===== src/rtl/fifo_param_defs.sv =====
// Shared default geometry and read mode for fifo_param (RTL and bench).
`ifndef FIFO_PARAM_DEFS_SV
`define FIFO_PARAM_DEFS_SV
`define FIFO_PARAM_DATA_W 6
`define FIFO_PARAM_ADDR_W 2
`define FIFO_PARAM_FWFT   0
`define FIFO_PARAM_DEPTH  (1 << `FIFO_PARAM_ADDR_W)
`endif


===== src/rtl/fifo_param_pkg.sv =====
// Package for fifo_param: default parameters and request decode helper.
package fifo_param_pkg;
`include "fifo_param_defs.sv"

   localparam int unsigned DEF_DATA_W = `FIFO_PARAM_DATA_W;
   localparam int unsigned DEF_ADDR_W = `FIFO_PARAM_ADDR_W;
   localparam int unsigned DEF_FWFT   = `FIFO_PARAM_FWFT;
   localparam int unsigned DEF_DEPTH  = `FIFO_PARAM_DEPTH;

   // Per-cycle decision on which requests are taken and whether an error fires.
   typedef struct packed {
      logic push_ok;
      logic pop_ok;
      logic err_set;
   } fifo_ctl_t;

   // A pop frees a slot on a full FIFO, so a simultaneous push is still taken.
   function automatic fifo_ctl_t fifo_decode(input logic enable,
                                             input logic push,
                                             input logic pop,
                                             input logic empty,
                                             input logic full);
      fifo_ctl_t c;
      c.pop_ok  = enable & pop & ~empty;
      c.push_ok = enable & push & (~full | c.pop_ok);
      c.err_set = enable & ((push & full & ~c.pop_ok) | (pop & empty));
      return c;
   endfunction

endpackage


===== src/rtl/fifo_param_mem.sv =====
// fifo_param storage: register file, synchronous write, asynchronous read.
module fifo_param_mem
   import fifo_param_pkg::*;
#(
   parameter int unsigned DATA_W = DEF_DATA_W,
   parameter int unsigned ADDR_W = DEF_ADDR_W
) (
   input  logic              clk,
   input  logic              i_we,
   input  logic [ADDR_W-1:0] i_wr_addr,
   input  logic [DATA_W-1:0] i_wr_data,
   input  logic [ADDR_W-1:0] i_rd_addr,
   output logic [DATA_W-1:0] o_rd_data_c
);

   localparam int unsigned DEPTH = 1 << ADDR_W;

   logic [DATA_W-1:0] r_mem [DEPTH];

   // Write port; contents are never reset, pointers make stale entries invisible.
   always_ff @(posedge clk) begin
      if (i_we) begin
         r_mem[i_wr_addr] <= i_wr_data;
      end
   end

   assign o_rd_data_c = r_mem[i_rd_addr];

endmodule


===== src/rtl/fifo_param.sv =====
// fifo_param: parameterised single-clock FIFO with status flags, sticky
// error and selectable registered / first-word-fall-through read.
module fifo_param
   import fifo_param_pkg::*;
#(
   parameter int unsigned DATA_W = DEF_DATA_W,
   parameter int unsigned ADDR_W = DEF_ADDR_W,
   parameter int unsigned FWFT   = DEF_FWFT
) (
   input  logic              clk,
   input  logic              reset_L,
   input  logic              enable,
   input  logic [ADDR_W-1:0] thr_empty,
   input  logic [ADDR_W-1:0] thr_full,
   input  logic              push,
   input  logic              pop,
   input  logic [DATA_W-1:0] data_in,
   input  logic              err_clr,
   output logic [DATA_W-1:0] data_out,
   output logic              valid_out,
   output logic [ADDR_W:0]   count,
   output logic              empty,
   output logic              full,
   output logic              almost_empty,
   output logic              almost_full,
   output logic              error
);

   localparam int unsigned   DEPTH   = 1 << ADDR_W;
   localparam logic [ADDR_W:0] DEPTH_C = (ADDR_W+1)'(DEPTH);

   logic [ADDR_W-1:0] r_wr_ptr;
   logic [ADDR_W-1:0] r_rd_ptr;
   logic [ADDR_W:0]   r_count;
   logic              r_error;
   logic [DATA_W-1:0] w_rd_data;
   logic              w_empty;
   logic              w_full;
   fifo_ctl_t         w_ctl;

   assign w_empty = (r_count == '0);
   assign w_full  = (r_count == DEPTH_C);
   assign w_ctl   = fifo_decode(enable, push, pop, w_empty, w_full);

   // Pointer and occupancy tracking.
   always_ff @(posedge clk) begin
      if (!reset_L) begin
         r_wr_ptr <= '0;
         r_rd_ptr <= '0;
         r_count  <= '0;
      end else begin
         if (w_ctl.push_ok) r_wr_ptr <= r_wr_ptr + ADDR_W'(1);
         if (w_ctl.pop_ok)  r_rd_ptr <= r_rd_ptr + ADDR_W'(1);
         if (w_ctl.push_ok && !w_ctl.pop_ok) begin
            r_count <= r_count + (ADDR_W+1)'(1);
         end else if (!w_ctl.push_ok && w_ctl.pop_ok) begin
            r_count <= r_count - (ADDR_W+1)'(1);
         end
      end
   end

   // Sticky error; a new error wins over a same-cycle clear.
   always_ff @(posedge clk) begin
      if (!reset_L) begin
         r_error <= 1'b0;
      end else if (w_ctl.err_set) begin
         r_error <= 1'b1;
      end else if (enable && err_clr) begin
         r_error <= 1'b0;
      end
   end

   fifo_param_mem #(
      .DATA_W (DATA_W),
      .ADDR_W (ADDR_W)
   ) u_mem (
      .clk         (clk),
      .i_we        (w_ctl.push_ok & reset_L),
      .i_wr_addr   (r_wr_ptr),
      .i_wr_data   (data_in),
      .i_rd_addr   (r_rd_ptr),
      .o_rd_data_c (w_rd_data)
   );

   generate
      if (FWFT != 0) begin : g_fwft
         assign data_out  = w_rd_data;
         assign valid_out = ~w_empty;
      end else begin : g_reg
         logic [DATA_W-1:0] r_data_out;
         logic              r_valid_out;

         // Registered read: data captured on the pop, valid pulses for one cycle.
         always_ff @(posedge clk) begin
            if (!reset_L) begin
               r_data_out  <= '0;
               r_valid_out <= 1'b0;
            end else if (enable) begin
               r_valid_out <= w_ctl.pop_ok;
               if (w_ctl.pop_ok) r_data_out <= w_rd_data;
            end
         end

         assign data_out  = r_data_out;
         assign valid_out = r_valid_out;
      end
   endgenerate

   assign count        = r_count;
   assign empty        = w_empty;
   assign full         = w_full;
   assign almost_empty = (r_count <= {1'b0, thr_empty});
   assign almost_full  = (r_count >= (DEPTH_C - {1'b0, thr_full}));
   assign error        = r_error;

endmodule


===== config.mk =====
export PLATFORM = sky130hd
export DESIGN_NAME = fifo_param
export DESIGN_NICKNAME = d
export VERILOG_FILES = /design/src/rtl/fifo_param_pkg.sv /design/src/rtl/fifo_param_mem.sv /design/src/rtl/fifo_param.sv
export VERILOG_INCLUDE_DIRS = /design/src /design/src/rtl
export SDC_FILE = /design/constraint.sdc
export NUM_CORES = 1
export LEC_CHECK = 0
export CORE_ASPECT_RATIO = 1.4
export CORE_MARGIN = 10
export CORE_UTILIZATION = 55
export DETAILED_ROUTE_END_ITERATION = 8
export DONT_BUFFER_PORTS = 1
export PLACE_DENSITY = 0.7
export SETUP_SLACK_MARGIN = 0.02
export SYNTH_ARGS = -nofsm -noshare
export SYNTH_HDL_FRONTEND = slang
export SYNTH_HIERARCHICAL = 1
export SYNTH_SLANG_ARGS = --single-unit

===== constraint.sdc =====
create_clock -name clk -period 2.6 [get_ports clk]
set_clock_uncertainty 0.1 [all_clocks]
set_input_delay 0.52 -clock clk [delete_from_list [all_inputs] [get_ports clk]]
set_output_delay 0.52 -clock clk [all_outputs]
set_load 0.005 [all_outputs]

==> results of run 1 <==
## power breakdown
group	switching, uW	total (uW)	internal, uW
Sequential	46.3	741	695
Combinational	131	267	136
Clock	197	478	281
## cell usage after synthesis
cell type,n,area (sq um)
edfxtp_1,24,721
dfxtp_1,15,300
nand2_1,11,41.3
inv_1,9,33.8
o21ai_0,9,45.0
nand3_1,8,40.0
ha_1,7,87.6
mux4_2,6,135
a21boi_0,4,30.0
a21o_1,3,22.5
and2_1,3,18.8
buf_6,3,33.8
mux2i_1,3,30.0
nand2b_1,3,18.8
or3_1,3,18.8
and3b_1,2,17.5
clkbuf_1,2,7.51
nor2b_1,2,12.5
nor3b_1,2,15.0
xnor2_1,2,17.5
a21oi_1,1,5.00
and3_1,1,6.26
buf_4,1,7.51
fa_1,1,20.0
nor2_1,1,3.75
nor3_1,1,5.00
nor4b_1,1,8.76
o311ai_4,1,26.3
o41ai_1,1,8.76
xor2_1,1,8.76
## registers in the layout, summed over array words and instances (netlist names)
register / cells
error: 1
valid_out: 1
r_wr_ptr: 2
count: 3
u_mem/r_mem: 24
r_rd_ptr: 2
data_out: 6
## path summary, 6_finish.rpt
path / from / to / slack [ps] / cells after the start
setup reg to reg: count[0] / count[2] / 380 / 8
hold reg to reg: data_out[2] / data_out[2] / 390 / 2
hold / removal: data_in[3] / u_mem/r_mem[2][3] / 230 / 0
setup / recovery: count[0] / almost_full / 230 / 6
## worst reg2reg max path, cell delays in order (launching register included)
cell and delay, ps:
dfxtp_1 450, nor4b_1 110, nor2_1 210, ha_1 240
inv_1 70, fa_1 380, xor2_1 150, or3_1 300
a21boi_0 150
## final cells by class
type                       count  area share, %
timing repair buffer           4           1.59
tap                           39           2.59
clock buffer                   5           3.65
multi-input combinational     77           34.1
sequential                    39           54.2
inverter                       9           1.79
clock inverter                 3           2.06
## kinds of logic (layout without fill, tap and decap cells)
family / Yosys count / in the layout / share of synthesized area, %
flip-flops: 39 / 39 / 58.5
AND/OR/NAND/NOR: 38 / 38 / 11.8
AO/OA/AOI/OAI: 19 / 19 / 7.88
buffers and inverters: 15 / 21 / 4.73
multiplexers: 9 / 9 / 9.46
adder cells (fa/ha/maj): 8 / 8 / 6.16
XOR/XNOR: 3 / 3 / 1.50
## routing by layer
layer | share of wire, % | vias up | GRT usage [%]
li1 | - | 485 | -
met1 | 37 | 467 | 11.2
met2 | 52 | 25 | 19.9
met3 | 8.9 | 4 | 5.17
met4 | 1.5 | 0 | 5.06
met5 | 0 | - | 0
## per-stage QoR
step | hold slack (ps) | instances | area, sq um | util [%] | worst slack (ps)
CTS | 218 | 176 | 1880 | 60.9 | 211
finish | 229 | 176 | 1880 | 60.9 | 225
global route | 211 | 176 | 1880 | 60.9 | 129
global placement | 381 | 168 | 1780 | 57.4 | 416
detailed placement | 394 | 168 | 1780 | 57.4 | 353
floorplan | 358 | 131 | 1750 | - | 221
==> flow_metrics.env, run 1 <==
export IMPL_outcome="complete, no violations"
export IMPL_max_cap_violations=0
export IMPL_slowest_delay_ps=450
export IMPL_ioPinCount=31
export IMPL_tightestPinTransition_ps=799
export IMPL_ys_types=30
export IMPL_vias=981
export IMPL_grt_pass1_vias=1084
export IMPL_finalWirelength_microns=3020
export IMPL_grt_max_degree=25
export IMPL_core_sq_um=3090
export IMPL_clkSinkCount=39
export IMPL_syn_to_final_growth_pct=7.88
export IMPL_synth_fp_nets=155
export IMPL_cts_setup_buffers=0
export IMPL_final_cell_mix="24 x edfxtp_1, 15 x dfxtp_1, 11 x nand2_1"
export IMPL_io_buffers=0
export IMPL_cts_htree_levels=2
export IMPL_yosysSeqAreaShare_pct=58.5
export IMPL_cts_made_buffers=5
export IMPL_ant_nets=0
export IMPL_crit_path_start_kind="register"
export IMPL_syn_area_per_cell_sq_um=13.3
export IMPL_finalPower_uw=1490
export IMPL_path_common_cell="a21o_1"
export IMPL_maxSlewViolCount=0
export IMPL_cts_path_max_buffers=2
export IMPL_fin_crit_sh_pct=91.3
export IMPL_synth_cells=131
export IMPL_ys_warn_count=6
export IMPL_gr_total_overflow=0
export IMPL_synth_area_sq_um=1750
export IMPL_hold_viol=0
export IMPL_crit_chain="buf_4 -> inv_1 -> ha_1 -> nand2b_1 -> a21o_1 -> a21o_1"
export IMPL_start_util_pct=56.5
export IMPL_p_leak_uw=0.000692
export IMPL_first_pass_iters=4
export IMPL_clockRootBuffer="clkbuf_8"
export IMPL_cp_top_family="flip-flops"
export IMPL_grt_pass1_wl_microns=5080
export IMPL_max_slew_margin_pct=46.6
export IMPL_clock_latency_ps=290
export IMPL_clk_pin_slew_ps=80
export IMPL_vdd_ir_drop_max_mv=0.538
export IMPL_drcViolationCount=0
export IMPL_num_rows=24
export IMPL_path_buf_inv=2
export IMPL_arrival_ps=1750
export IMPL_ctsResizeCount=0
export IMPL_endpoint_kind="output port"
export IMPL_die_h_microns=86.7
export IMPL_cts_tree="done"
export IMPL_die_area_sq_um=5860
export IMPL_grt_antenna_before_repair=0
export IMPL_dieWidth_microns=67.6
export IMPL_rsz0062_at_grt="no"
export IMPL_critPathSlowestCell="dfxtp_1"
export IMPL_hpwl_microns=2350
export IMPL_cp_max_fo=6
export IMPL_drive_gt1_share_pct=13.1
export IMPL_place_congestion=0.712
export IMPL_seq_area_sq_um=1020
export IMPL_vias_per_cell=5.57
export IMPL_post_drt_wl_per_cell_microns=17.2
export IMPL_tns_ps=0
export IMPL_p_per_area_nw_per_um2=789
export IMPL_layout_commonest_cell="edfxtp_1"
export IMPL_nNetsFinal=160
export IMPL_cts_hold_fix_buffers=0
export IMPL_ys_seq_elements=39
export IMPL_max_freq_ghz=0.421
export IMPL_nFillCells=254
export IMPL_finalCriticalPeriod_ps=2370
export IMPL_hold_path_class="in2reg"
export IMPL_setup_violations=0
export IMPL_drt_iter0_markers=58
export IMPL_multi_input_area_sq_um=643
export IMPL_crit_type="reg2out"
export IMPL_required_ps=1980
export IMPL_n_antenna_cell=0
export IMPL_grtUsageTotal_pct=11.5
No activity file was read; power rests on OpenSTA's default activity.
==> inputs of run 2 (changes only) <==
--- a/config.mk
+++ b/config.mk
@@ -6,12 +6,15 @@
 export SDC_FILE = /design/constraint.sdc
 export NUM_CORES = 1
 export LEC_CHECK = 0
+export CELL_PAD_IN_SITES_DETAIL_PLACEMENT = 0
+export CELL_PAD_IN_SITES_GLOBAL_PLACEMENT = 2
 export CORE_ASPECT_RATIO = 1.4
 export CORE_MARGIN = 10
-export CORE_UTILIZATION = 55
+export CORE_UTILIZATION = 42
 export DETAILED_ROUTE_END_ITERATION = 8
 export DONT_BUFFER_PORTS = 1
-export PLACE_DENSITY = 0.7
+export GPL_TIMING_DRIVEN = 0
+export PLACE_DENSITY_LB_ADDON = 0.1
 export SETUP_SLACK_MARGIN = 0.02
 export SYNTH_ARGS = -nofsm -noshare
 export SYNTH_HDL_FRONTEND = slang
==> flow_metrics.env, run 2 (synthesis gave the netlist of run 1 again) <==
export IMPL_dieWidth_microns=74.5
export IMPL_core_sq_um=3990
export IMPL_wl_met3_microns=280
export IMPL_drt_iter0_markers=42
export IMPL_path_common_cell="buf_6"
export IMPL_wl_met1_microns=1150
export IMPL_place_congestion=0.670
export IMPL_seqPwrFrac_pct=52.5
export IMPL_finalCriticalPeriod_ps=2400
export IMPL_clock_latency_ps=290
export IMPL_die_area_sq_um=7170
export IMPL_crit_chain="buf_6 -> o311ai_4 -> buf_6 -> ha_1 -> inv_1 -> fa_1 -> xor2_1 -> or3_1 -> a21boi_0"
export IMPL_largest_register_ffs=24
export IMPL_tightestPinTransition_ps=875
export IMPL_setup_violations=0
export IMPL_endpoint_kind="register"
export IMPL_start_util_pct=43.8
export IMPL_switching_power_uw=387
export IMPL_cp_top_family="adder cells"
export IMPL_n_antenna_cell=0
export IMPL_top_layer_used="met4"
export IMPL_gr_total_overflow=0
export IMPL_top_register="u_mem/r_mem"
export IMPL_fin_crit_sh_pct=92.3
export IMPL_ant_nets=0
export IMPL_finalWirelength_microns=3340
export IMPL_required_ps=2710
export IMPL_slowest_delay_ps=370
export IMPL_cp_max_fo=7
export IMPL_max_slew_margin_pct=41.6
export IMPL_cts_hold_fix_buffers=0
export IMPL_clk_pin_slew_ps=80
export IMPL_drive_gt1_share_pct=16.2
export IMPL_p_per_area_nw_per_um2=744
export IMPL_vias=1022
export IMPL_hold_path_class="in2reg"
export IMPL_num_rows=27
export IMPL_maxSlewViolCount=0
export IMPL_crit_path_start_kind="register"
export IMPL_grt_pass1_wl_microns=5310
export IMPL_comb_power_share_pct=20.4
export IMPL_grt_antenna_before_repair=0
export IMPL_cts_path_max_buffers=2
export IMPL_pwr_share_clk_pct=27.1
export IMPL_wl_met2_microns=1840
export IMPL_nNetsFinal=165
export IMPL_rsz0062_at_grt="no"
export IMPL_die_h_microns=96.3
export IMPL_intPower_uw=1040
export IMPL_path_buf_inv=3
export IMPL_max_freq_ghz=0.417
export IMPL_cts_htree_levels=2
export IMPL_placed_cell_area_sq_um=1800
export IMPL_layout_commonest_cell="edfxtp_1"
export IMPL_hold_viol=0
export IMPL_final_cell_mix="24 x edfxtp_1, 13 x dfxtp_1, 11 x nand2_1"
export IMPL_switching_share_pct=27.2
export IMPL_first_pass_iters=4
export IMPL_max_cap_violations=0
export IMPL_hpwl_microns=2490
export IMPL_syn_to_final_growth_pct=9.53
export IMPL_arrival_ps=2510
export IMPL_grt_max_degree=12
export IMPL_vias_per_cell=5.52
export IMPL_post_drt_wl_per_cell_microns=18.0
export IMPL_place_ws_ps=-37.2
export IMPL_io_buffers=0
export IMPL_drcViolationCount=0
export IMPL_p_leak_uw=0.000699
export IMPL_critPathSlowestCell="fa_1"
export IMPL_finish_instance_area_sq_um=1910
export IMPL_outcome="complete, no violations"
export IMPL_clockRootBuffer="clkbuf_8"
export IMPL_crit_type="reg2reg"
export IMPL_cts_tree="done"
export IMPL_grtUsageTotal_pct=10.2
export IMPL_grt_pass1_vias=1058
export IMPL_vdd_ir_drop_max_mv=0.408
export IMPL_cts_made_buffers=5
export IMPL_utilization_pct=48.0
export IMPL_setup_ws_ps=200
export IMPL_ioPinCount=31
export IMPL_clkSinkCount=39
-- run 2: cell count changes in the layout (fill, tap and decap cells not counted), sizes merged --
cell,before,now
clkbuf,5,9
clkinv,2,1
buf,4,7
bufinv,1,0
-- run 2: final cells by class --
cell class              instances  area, sq um
fillers                       376         2070
flip-flops and latches         39         1020
multi-input cells              77          649
clock buffers                   7         76.3
well taps                      43         53.8
plain buffers                   6         48.8
inverters                       9         33.8
repair buffers                  3         22.5
clock inverters                 1         5.00
-- run 2: power by group through the flow --
stage	Clock (uW)	Sequential, uW	Combinational, uW
floorplan	0	745	232
global placement	0	759	275
detailed placement	0	762	281
CTS	399	748	289
global route	422	757	331
finish	385	748	290
-- run 2: worst paths after layout --
check | startpoint | endpoint | slack [ps] | cells past startpoint
setup / recovery | count[0] | count[2] | 200 | 9
hold / removal | data_in[0] | u_mem/r_mem[0][0] | 220 | 0
setup reg to reg | count[0] | count[2] | 200 | 9
hold reg to reg | error | error | 400 | 2
-- run 2: worst reg2reg max path, cell delays in order, from the launching register on --
cell and delay, ps:
dfxtp_2 360, buf_6 140, o311ai_4 340, buf_6 160, ha_1 170, inv_1 60
fa_1 370, xor2_1 160, or3_1 290, a21boi_0 170
-- run 2: what timing repair did --
item / 4_1_cts / 5_1_grt
buffers inserted: 1 / 2
pin swaps: 1 / 1
gates resized for setup: 0 / 3
setup endpoints to repair: 1 / 7
-- run 2: metal layers --
layer | up-vias | global-route usage [%]
met3 | 5 | 4.22
met5 | - | 0
met2 | 23 | 18.9
li1 | 494 | -
met4 | 0 | 4.75
met1 | 500 | 9.25
-- run 2: metrics by stage --
stage	TNS [ps]	hold WS, ps	total power, uW	std cells
final	0	224	1420	185
after global routing	0	210	1510	185
after detailed placement	-37.2	395	1040	174
after floorplan	0	358	977	131
after global placement	-0.906	390	1030	174
after CTS	0	215	1440	183
